<file path="config.mk">
export PLATFORM = sky130hd
export DESIGN_NAME = jtdd_obj_romrq
export DESIGN_NICKNAME = d
export VERILOG_FILES = /design/src/rtl/jtdd_obj_romrq.sv
export SDC_FILE = /design/constraint.sdc
export NUM_CORES = 1
export LEC_CHECK = 0
export CAP_MARGIN = 20
export CORE_MARGIN = 4
export CORE_UTILIZATION = 54
export DETAILED_ROUTE_END_ITERATION = 10
export GPL_ROUTABILITY_DRIVEN = 0
export PLACE_DENSITY = 0.86
export SYNTH_ARGS = -nofsm -noshare
export SYNTH_HDL_FRONTEND = slang
export SYNTH_SLANG_ARGS = --single-unit
export TNS_END_PERCENT = 20
</file>
<file path="constraint.sdc">
create_clock -name clk -period 6 [get_ports clk]
set_input_delay 1.5 -clock clk [delete_from_list [all_inputs] [get_ports clk]]
set_output_delay 1.5 -clock clk [all_outputs]
set_load 0.02 [all_outputs]
</file>
<file path="src/rtl/jtdd_obj_romrq.sv">
// Object ROM read responder: serves 16-bit object-engine reads from a
// 2-line cache of 32-bit SDRAM words, fetching on a miss.
//
// Ports:
//   clk, rst        clock, asynchronous active-high reset
//   addr, addr_ok   word address and request valid from the object engine
//   dout, data_ok   registered word for the current addr and its ok flag
//   sdram_addr      22-bit SDRAM word address, always even
//   sdram_req       fetch request, held until sdram_ack
//   sdram_ack       one-cycle pulse: request accepted
//   sdram_dok       one-cycle pulse: sdram_din valid
//   sdram_din       fetched data, [15:0] even word, [31:16] odd word
//
// Optional feature macro: JTDD_OBJ_ROMRQ_PREFETCH_EN
//   When defined, each demand fill is followed by one prefetch of the
//   next line (tag+1) into the line that was not just filled.
module jtdd_obj_romrq #(
  parameter int          AW     = 19,
  parameter logic [21:0] OFFSET = 22'h0
) (
  input  logic          clk,
  input  logic          rst,
  input  logic [AW-1:0] addr,
  input  logic          addr_ok,
  output logic [15:0]   dout,
  output logic          data_ok,
  output logic [21:0]   sdram_addr,
  output logic          sdram_req,
  input  logic          sdram_ack,
  input  logic          sdram_dok,
  input  logic [31:0]   sdram_din
);

  localparam int TW = AW - 1;

  typedef enum logic [1:0] {
    IDLE,
    REQ,
    WAIT
  } state_t;

  state_t st, nxt;

  logic [1:0]          valid;
  logic [1:0][TW-1:0]  tags;
  logic [1:0][31:0]    lines;
  logic                ptr;
  logic [TW-1:0]       miss_tag;
  logic [TW-1:0]       req_tag;
  logic [TW-1:0]       issue_tag;
  logic [21:0]         issue_addr;

  logic        hit0, hit1, hit;
  logic        miss;
  logic        issue;
  logic        fill;
  logic        fill_line;
  logic [31:0] sel;
  logic [15:0] word;

`ifdef JTDD_OBJ_ROMRQ_PREFETCH_EN
  logic          pf_pend;
  logic [TW-1:0] pf_tag;
  logic          pf_line;
  logic          in_pf;
  logic          pf_cached;
  logic          pf_issue;
`endif

  assign req_tag = addr[AW-1:1];

  assign hit0 = valid[0] && (tags[0] == req_tag);
  assign hit1 = valid[1] && (tags[1] == req_tag);
  assign hit  = addr_ok && (hit0 || hit1);
  assign miss = addr_ok && !hit;

  assign sel  = hit0 ? lines[0] : lines[1];
  assign word = addr[0] ? sel[31:16] : sel[15:0];

  assign sdram_req = (st == REQ);

`ifdef JTDD_OBJ_ROMRQ_PREFETCH_EN
  assign pf_cached = (valid[0] && (tags[0] == pf_tag))
                  || (valid[1] && (tags[1] == pf_tag));
  assign issue_tag = pf_issue ? pf_tag : req_tag;
`else
  assign issue_tag = req_tag;
`endif

  // 22-bit sum wraps naturally modulo 2^22
  assign issue_addr = OFFSET + 22'({issue_tag, 1'b0});

  // An empty line is always preferred over evicting a live one
  always_comb begin
    if (!valid[0]) begin
      fill_line = 1'b0;
    end else if (!valid[1]) begin
      fill_line = 1'b1;
    end else begin
      fill_line = ptr;
    end
`ifdef JTDD_OBJ_ROMRQ_PREFETCH_EN
    if (in_pf) fill_line = pf_line;
`endif
  end

  always_comb begin
    nxt   = st;
    issue = 1'b0;
    fill  = 1'b0;
`ifdef JTDD_OBJ_ROMRQ_PREFETCH_EN
    pf_issue = 1'b0;
`endif
    unique case (st)
      IDLE: begin
        if (miss) begin
          issue = 1'b1;
          nxt   = REQ;
        end
`ifdef JTDD_OBJ_ROMRQ_PREFETCH_EN
        else if (pf_pend && !pf_cached) begin
          pf_issue = 1'b1;
          issue    = 1'b1;
          nxt      = REQ;
        end
`endif
      end
      REQ: begin
        if (sdram_ack) begin
          if (sdram_dok) begin
            fill = 1'b1;
            nxt  = IDLE;
          end else begin
            nxt  = WAIT;
          end
        end
      end
      WAIT: begin
        if (sdram_dok) begin
          fill = 1'b1;
          nxt  = IDLE;
        end
      end
      default: nxt = IDLE;
    endcase
  end

  always_ff @(posedge clk or posedge rst) begin
    if (rst) begin
      st         <= IDLE;
      valid      <= '0;
      tags       <= '0;
      lines      <= '0;
      ptr        <= 1'b0;
      miss_tag   <= '0;
      sdram_addr <= '0;
      data_ok    <= 1'b0;
      dout       <= '0;
    end else begin
      st      <= nxt;
      data_ok <= hit;
      if (hit) dout <= word;
      if (issue) begin
        miss_tag   <= issue_tag;
        sdram_addr <= issue_addr;
      end
      if (fill) begin
        valid[fill_line] <= 1'b1;
        tags[fill_line]  <= miss_tag;
        lines[fill_line] <= sdram_din;
        ptr              <= ~ptr;
      end
    end
  end

`ifdef JTDD_OBJ_ROMRQ_PREFETCH_EN
  // Pending prefetch lives for one IDLE cycle; a demand miss there wins
  always_ff @(posedge clk or posedge rst) begin
    if (rst) begin
      pf_pend <= 1'b0;
      pf_tag  <= '0;
      pf_line <= 1'b0;
      in_pf   <= 1'b0;
    end else begin
      if (st == IDLE) pf_pend <= 1'b0;
      if (issue) in_pf <= pf_issue;
      if (fill) begin
        in_pf <= 1'b0;
        if (!in_pf) begin
          pf_pend <= 1'b1;
          pf_tag  <= miss_tag + 1'b1;
          pf_line <= ~fill_line;
        end
      end
    end
  end
`endif

endmodule

</file>
==> results of run 1 <==
-- sequential cells by signal, indices dropped and copies added (netlist names) --
signal and flops:
lines 64, data_ok 1, tags 36, miss_tag 18, st 2, dout 16, valid 2, ptr 1
-- worst paths after layout --
check                                        from                  endpoint  slack [ns]  cells after the start
worst max register to register  st[1]$_DFFE_PP0P_     lines[38]$_DFFE_PP0P_        3.04                      8
max in group asynchronous                     rst     lines[14]$_DFFE_PP0P_        3.27                      3
worst max-delay path                     addr[16]  miss_tag[12]$_DFFE_PP0P_        2.11                      7
min in group asynchronous                     rst  miss_tag[15]$_DFFE_PP0P_        1.65                      2
worst min register to register    ptr$_DFFE_PP0P_           ptr$_DFFE_PP0P_        0.48                      1
worst min-delay path              ptr$_DFFE_PP0P_           ptr$_DFFE_PP0P_        0.48                      1
-- synth_stat cells, types with 2 or more instances --
master | instances | area [um2]
a21oi_1 | 2 | 10.0
buf_2 | 5 | 25.0
buf_4 | 4 | 30.0
buf_6 | 3 | 33.8
clkbuf_1 | 11 | 41.3
dfrtp_1 | 140 | 3500
ha_1 | 3 | 37.5
inv_1 | 8 | 30.0
mux2_2 | 114 | 1280
mux2_4 | 20 | 300
mux2i_1 | 48 | 480
nand2_1 | 4 | 15.0
nand3_1 | 2 | 10.0
nand4_1 | 13 | 81.3
nor2_1 | 10 | 37.5
nor4_1 | 2 | 12.5
nor4b_2 | 2 | 30.0
o21ai_0 | 2 | 10.0
xnor2_1 | 31 | 272
xor2_1 | 6 | 52.6
-- cells by family after synthesis --
family	Yosys count	synth area share
AO/OA/AOI/OAI	9	0.00972
adder cells (fa/ha/maj)	3	0.00583
buffers and inverters	32	0.0280
AND/OR/NAND/NOR	41	0.0403
multiplexers	182	0.321
flip-flops	140	0.544
XOR/XNOR	37	0.0504
other	1	0.000583
-- metrics by stage --
step | total power (uW) | cells | worst slack, ns
after floorplan | 2410 | 448 | 0.747
after global placement | 2720 | 661 | 1.75
after detailed placement | 2810 | 661 | 1.70
after CTS | 3920 | 693 | 2.11
after global routing | 4100 | 693 | 1.96
final | 3890 | 693 | 2.11
-- routing by layer --
layer / track usage / wire (um) / vias to the layer above / part of all wire
li1: - / - / 1763 / -
met1: 0.272 / 5720 / 2002 / 0.43
met2: 0.337 / 6700 / 113 / 0.50
met3: 0.0468 / 669 / 27 / 0.050
met4: 0.0849 / 248 / 0 / 0.019
met5: 0 / 0 / - / 0
-- power groups by stage --
stage | logic (uW) | registers [uW] | clock network [uW]
6_report | 1200 | 1600 | 1090
5_1_grt | 1300 | 1650 | 1150
3_5_place_dp | 1190 | 1610 | 0
4_1_cts | 1210 | 1600 | 1110
2_1_floorplan | 803 | 1610 | 0
3_3_place_gp | 1140 | 1580 | 0
-- cells in the final DEF (no fill, tap or decap), drive strengths merged, types with 2 or more instances in the layout --
cell           instances
inv                    8
ha                     3
nor4                   3
mux2i                 48
clkinv                 3
nor2                  10
a21oi                  2
nand2                  4
nand4                 13
xor2                   6
mux2                 134
nand3                  3
xnor2                 31
o21ai                  2
clkdlybuf4s50         90
nor4b                  2
clkbuf                26
buf                    4
bufinv                 3
dfrtp                140
conb                   4
-- cell type report --
type | count | area, um2
fillers | 791 | 3520
flip-flops and latches | 140 | 3500
multi-input cells | 276 | 2770
repair buffers | 94 | 928
clock buffers | 26 | 519
well taps | 143 | 179
clock inverters | 6 | 105
inverters | 8 | 35.0
-- critical path: stages --
cell             delay [ns]
clkdlybuf4s50_1        0.56
xor2_1                 0.21
nor2_1                 0.11
nor4b_2                0.17
a22oi_2                0.26
and3_1                 0.94
mux2_2                 0.42
==> key figures, run 1 <==
Placement
  – PortBufs: 91
  – Area after DPL: 0.00742 mm2
  – Detailed placement HPWL: a little under 9000 um

Pwr
  – Sw Share: 0.296
  – Pwr/cell area: 484 mW/mm2
  – Clock network power share: 0.280
  – Sequential power share: 0.412
  – P_leak: 0.00365 uW
  – Logic pwr share: 0.308
  – Worst VDD drop: about 280 uV
  – P_int: 2740 uW
  – Psw: 1150 uW

Yosys
  – Ys Warns: 0
  – #FFs+latches synth: between 100 and 150
  – Post-synthesis sequential area ratio: 0.544
  – Primary FF master, synth: dfrtp_1
  – Asr flop ratio synth: 1.00
  – Mapped Area: around 0.0064 mm2
  – Synth unique cells: 35
  – Post-synth EDFFs: 0
  – Gate Count Post-Synth: between 400 and 500
  – Mean Syn Cell Area: ~14 um2

Worst setup path
  – CP arrival: 4.19 ns
  – Setup crit end kind: flip-flop
  – Crit path kind: input port to flip-flop
  – Max FO, Critical Path: 18
  – Critical Path RT: approximately 6.3 ns
  – Crit start category: input port

Clock tree
  – PostCTS Resize Cnt: 0
  – Post-CTS Setup Bufs: 0
  – Clk slew on worst S/H paths: around 0.060 ns
  – H-tree levels: 4
  – CTS Hold Bufs: 0
  – Root Driver: clkbuf_16
  – Clock sink count: 140
  – Clock Latency Late Sink: ~0.42 ns
  – CTS tree: built
  – Clk buf depth: 2
  – CTS buffer count: 17

Floorplan
  – Number of core rows: 39
  – I/O pins: 96
  – Die area: around 0.014 mm2
  – Core ar.: 0.0116 mm2
  – Initial core utilization: 0.556
  – DIE WIDTH: ~120 um
  – Die H: between 100 and 150 um

Detailed routing
  – ANT nets after route: 0
  – DRT Pass-1 Iters: 5
  – DRC Markers: 0
  – Routed len/inst: 19.2 um
  – Drt total wl: about 13000 um
  – Vias per Instance: 5.63
  – Via count: 3905
  – Initial DRC count: approximately 230

Final layout
  – Final Core Density: 0.695
  – ANT cells: 0
  – Layout area overhead: 25.0%
  – Ratio of cells with drive above 1 in the final layout: 0.320
  – Finished Cell Area: around 0.0080 mm2
  – Nets: roughly 600

Timing
  – Setup Viol. Count Final: 0
  – Final period utilization: 0.648
  – Worst Max-Slew Pin Slew: approximately 1.1 ns
  – Slew Limit Fails: 0
  – Final Hold Viols: 0
  – Clock Skews: roughly 0.0084 ns
  – Fin crit period: 3.89 ns
  – Rel. slew slack: 0.262
  – Sum Neg Setup Slack: 0 ns
  – RSZ-0062 raised after global routing: no
  – Highest clock rate: 257 MHz
  – Hold WS: 0.477 ns

Run
  – Maxcap violations: 0

Min path
  – Hold crit path type: flip-flop to flip-flop

GRT
  – Gr ovfl total: 0
  – First-pass GRT wire length: roughly 22000 um
  – GRT Overall Usage: 0.208
  – Vias in the first global route: roughly 4200
  – Initial antenna violation count: 0
  – Largest net degree at the start of global routing: 99

Run status
  – Outcome: finished, final reports clean
No activity file was read; power rests on OpenSTA's default activity.
==> inputs of run 2 (changes only) <==
==> constraint.sdc (replaced) <==
create_clock -name clk -period 3.8 [get_ports clk]
set_input_delay 0.95 -clock clk [delete_from_list [all_inputs] [get_ports clk]]
set_output_delay 0.95 -clock clk [all_outputs]
set_load 0.02 [all_outputs]
==> key figures, run 2 (same netlist as run 1, synthesis figures left out) <==
Clock tree
  – Clock Latency Late Sink: 0.41 ns (about the same)
  – Root Driver: clkbuf_16
  – Post-CTS Setup Bufs: 0 (unchanged)
  – Clk buf depth: 2 (unchanged)
  – Clock sink count: 140 (unchanged)
  – CTS buffer count: 17 (unchanged)
  – H-tree levels: 4 (unchanged)
  – CTS tree: built
  – Clk slew on worst S/H paths: 0.06 ns (about the same)
  – PostCTS Resize Cnt: 0 (unchanged)
  – CTS Hold Bufs: 0 (unchanged)

GRT
  – First-pass GRT wire length: 22300 um (+2.2%)
  – Initial antenna violation count: 0 (unchanged)
  – Gr ovfl total: 0 (unchanged)
  – GRT Overall Usage: 0.215 (+0.00711)
  – Vias in the first global route: 4251 (+0.14%)
  – Largest net degree at the start of global routing: 81 (-18%)

Detailed routing
  – Top routing layer used: met4
  – ANT nets after route: 0 (unchanged)
  – Met1 Wirelength: 5830 um (+2.0%)
  – Vias per Instance: 5.60 (-0.58%)
  – Initial DRC count: 199 (-12%)
  – Met2 wire length: 6820 um (+1.8%)
  – DRT Pass-1 Iters: 4 (-1)
  – WL met3: 634 um (-5.2%)
  – Routed len/inst: 19.2 um (about the same)
  – DRC Markers: 0 (unchanged)
  – Via count: 3916 (+0.28%)
  – Drt total wl: 13500 um (+0.86%)

Placement
  – Pre-CTS setup slack: 0.557 ns (-1.15 ns)
  – PortBufs: 91 (unchanged)
  – Area after DPL: 0.00747 mm2 (+0.76%)
  – Detailed placement HPWL: 8970 um (+0.54%)

Worst setup path
  – Max FO, Critical Path: 18 (unchanged)
  – Crit start category: input port
  – Crit path kind: input port to flip-flop
  – Largest stage delay, worst path: 0.55 ns (-0.39 ns)
  – CP delay by family, top: buffers and inverters
  – CP bufs+invs: 2 (+1)
  – Critical Path RT: 4.09 ns (-2.21 ns)
  – Setup crit end kind: flip-flop
  – Slowest cell on crit path: clkdlybuf4s50_1
  – CP arrival: 3.14 ns (-1.05 ns)
  – CP cell instances: clkdlybuf4s50_1 > xor2_1 > nor2_1 > nor4b_2 > a22oi_2 > and3_1 > buf_4 > mux2_2

Pwr
  – Psw: 1820 uW (+58%)
  – P_leak: 0.00365 uW (about the same)
  – Worst VDD drop: 376 uV (+32%)
  – Pwr/cell area: 750 mW/mm2 (+55%)
  – Pwr Total: 6030 uW (+55%)
  – Logic pwr share: 0.316 (+0.008)
  – Clock network power share: 0.265 (-0.015)
  – P_int: 4210 uW (+54%)
  – Sequential power share: 0.419 (+0.007)
  – Sw Share: 0.302 (+0.00600)

Floorplan
  – Number of core rows: 39 (unchanged)
  – DIE WIDTH: 117 um (unchanged)
  – Initial core utilization: 0.556 (unchanged)
  – Die H: 117 um (unchanged)
  – Core ar.: 0.0116 mm2 (unchanged)
  – Die area: 0.0137 mm2 (unchanged)
  – I/O pins: 96 (unchanged)

Final layout
  – Largest Register: lines
  – Seq. cell area: 0.00350 mm2 (unchanged)
  – Finished Cell Area: 0.00805 mm2 (about the same)
  – ANT cells: 0 (unchanged)
  – Top flop regs: lines (64), tags (36), miss_tag (18)
  – Max reg flops: 64 (unchanged)
  – Multi-input logic area: 0.00277 mm2 (unchanged)
  – Layout area overhead: 25.0% (about the same)
  – Filler Cells Inserted: 775 (-2.0%)
  – Ratio of cells with drive above 1 in the final layout: 0.324 (+0.00374)
  – Most frequent cells in the layout: dfrtp_1 (140), mux2_2 (114), clkdlybuf4s50_1 (90)
  – Nets: 602 (+1.0%)
  – Most common cell after layout, fill and taps aside: dfrtp_1

Timing
  – Fin crit period: between 2 and 3 ns
  – Worst Max-Slew Pin Slew: 0.982 ns (-0.124 ns)
  – Rel. slew slack: 0.345 (+0.0830)
  – Highest clock rate: around 350 MHz
  – Final Hold Viols: 0 (unchanged)
  – Post-route setup slack: 0.950 ns (-1.16 ns)
  – Sum Neg Setup Slack: 0 ns (unchanged)
  – Slew Limit Fails: 0 (unchanged)
  – Setup Viol. Count Final: 0 (unchanged)
  – Clock Skews: 0.00591 ns (-0.00250 ns)
  – RSZ-0062 raised after global routing: no
  – Final period utilization: 0.750

Run
  – Maxcap violations: 0 (unchanged)

Min path
  – Hold crit path type: flip-flop to flip-flop

Run status
  – Outcome: finished, final reports clean
run 2: changes by cell type in the layout (fill, tap and decap cells not counted):
cell,delta
buf_4,+5
inv_6,-1
clkinvlp_4,+2
bufinv_16,-1
clkbuf_8,-3
buf_12,+1
clkbuf_1,+2
clkinv_2,+1
run 2: worst reg2reg max path: cells and delay by family (launching register included):
kind / cells / cell delay [ns]
adder cells (fa/ha/maj): 1 / 0.28
buffers and inverters: 3 / 0.60
flip-flops: 1 / 0.39
multiplexers: 1 / 0.40
AND/OR/NAND/NOR: 3 / 0.47
run 2: worst paths after layout:
kind	startpoint	slack (ns)	to	depth (start not counted)
worst max-delay path	addr[16]	0.95	miss_tag[15]$_DFFE_PP0P_	8
worst min-delay path	ptr$_DFFE_PP0P_	0.47	ptr$_DFFE_PP0P_	1
worst max register to register	st[1]$_DFFE_PP0P_	1.55	lines[35]$_DFFE_PP0P_	8
worst min register to register	ptr$_DFFE_PP0P_	0.47	ptr$_DFFE_PP0P_	1
max in group asynchronous	rst	2.07	tags[33]$_DFFE_PP0P_	3
min in group asynchronous	rst	1.05	lines[30]$_DFFE_PP0P_	3
run 2: area by class of cell:
class,instances,area share
timing repair buffer,100,0.123
tap,143,0.0222
inverter,8,0.00420
clock inverter,7,0.0109
sequential,140,0.435
multi-input combinational,276,0.344
clock buffer,25,0.0603
run 2: layer usage:
metal / GRT usage / up-vias
met5: 0 / -
met4: 0.0833 / 0
met3: 0.0535 / 11
met2: 0.344 / 96
met1: 0.284 / 2031
li1: - / 1778
run 2: power by group through the flow:
stage               clock network (uW)  registers [uW]  logic (uW)
floorplan                            0            2540        1270
global placement                     0            2490        1820
detailed placement                   0            2540        1900
CTS                               1630            2530        1920
global route                      1700            2610        2080
finish                            1600            2530        1910
run 2: through the flow:
step                hold WS [ns]   util  instances
floorplan                  0.436      -        448
global placement           0.449  0.646        667
detailed placement         0.454  0.646        667
CTS                        0.465  0.696        699
global route               0.475  0.696        699
finish                     0.471  0.696        699
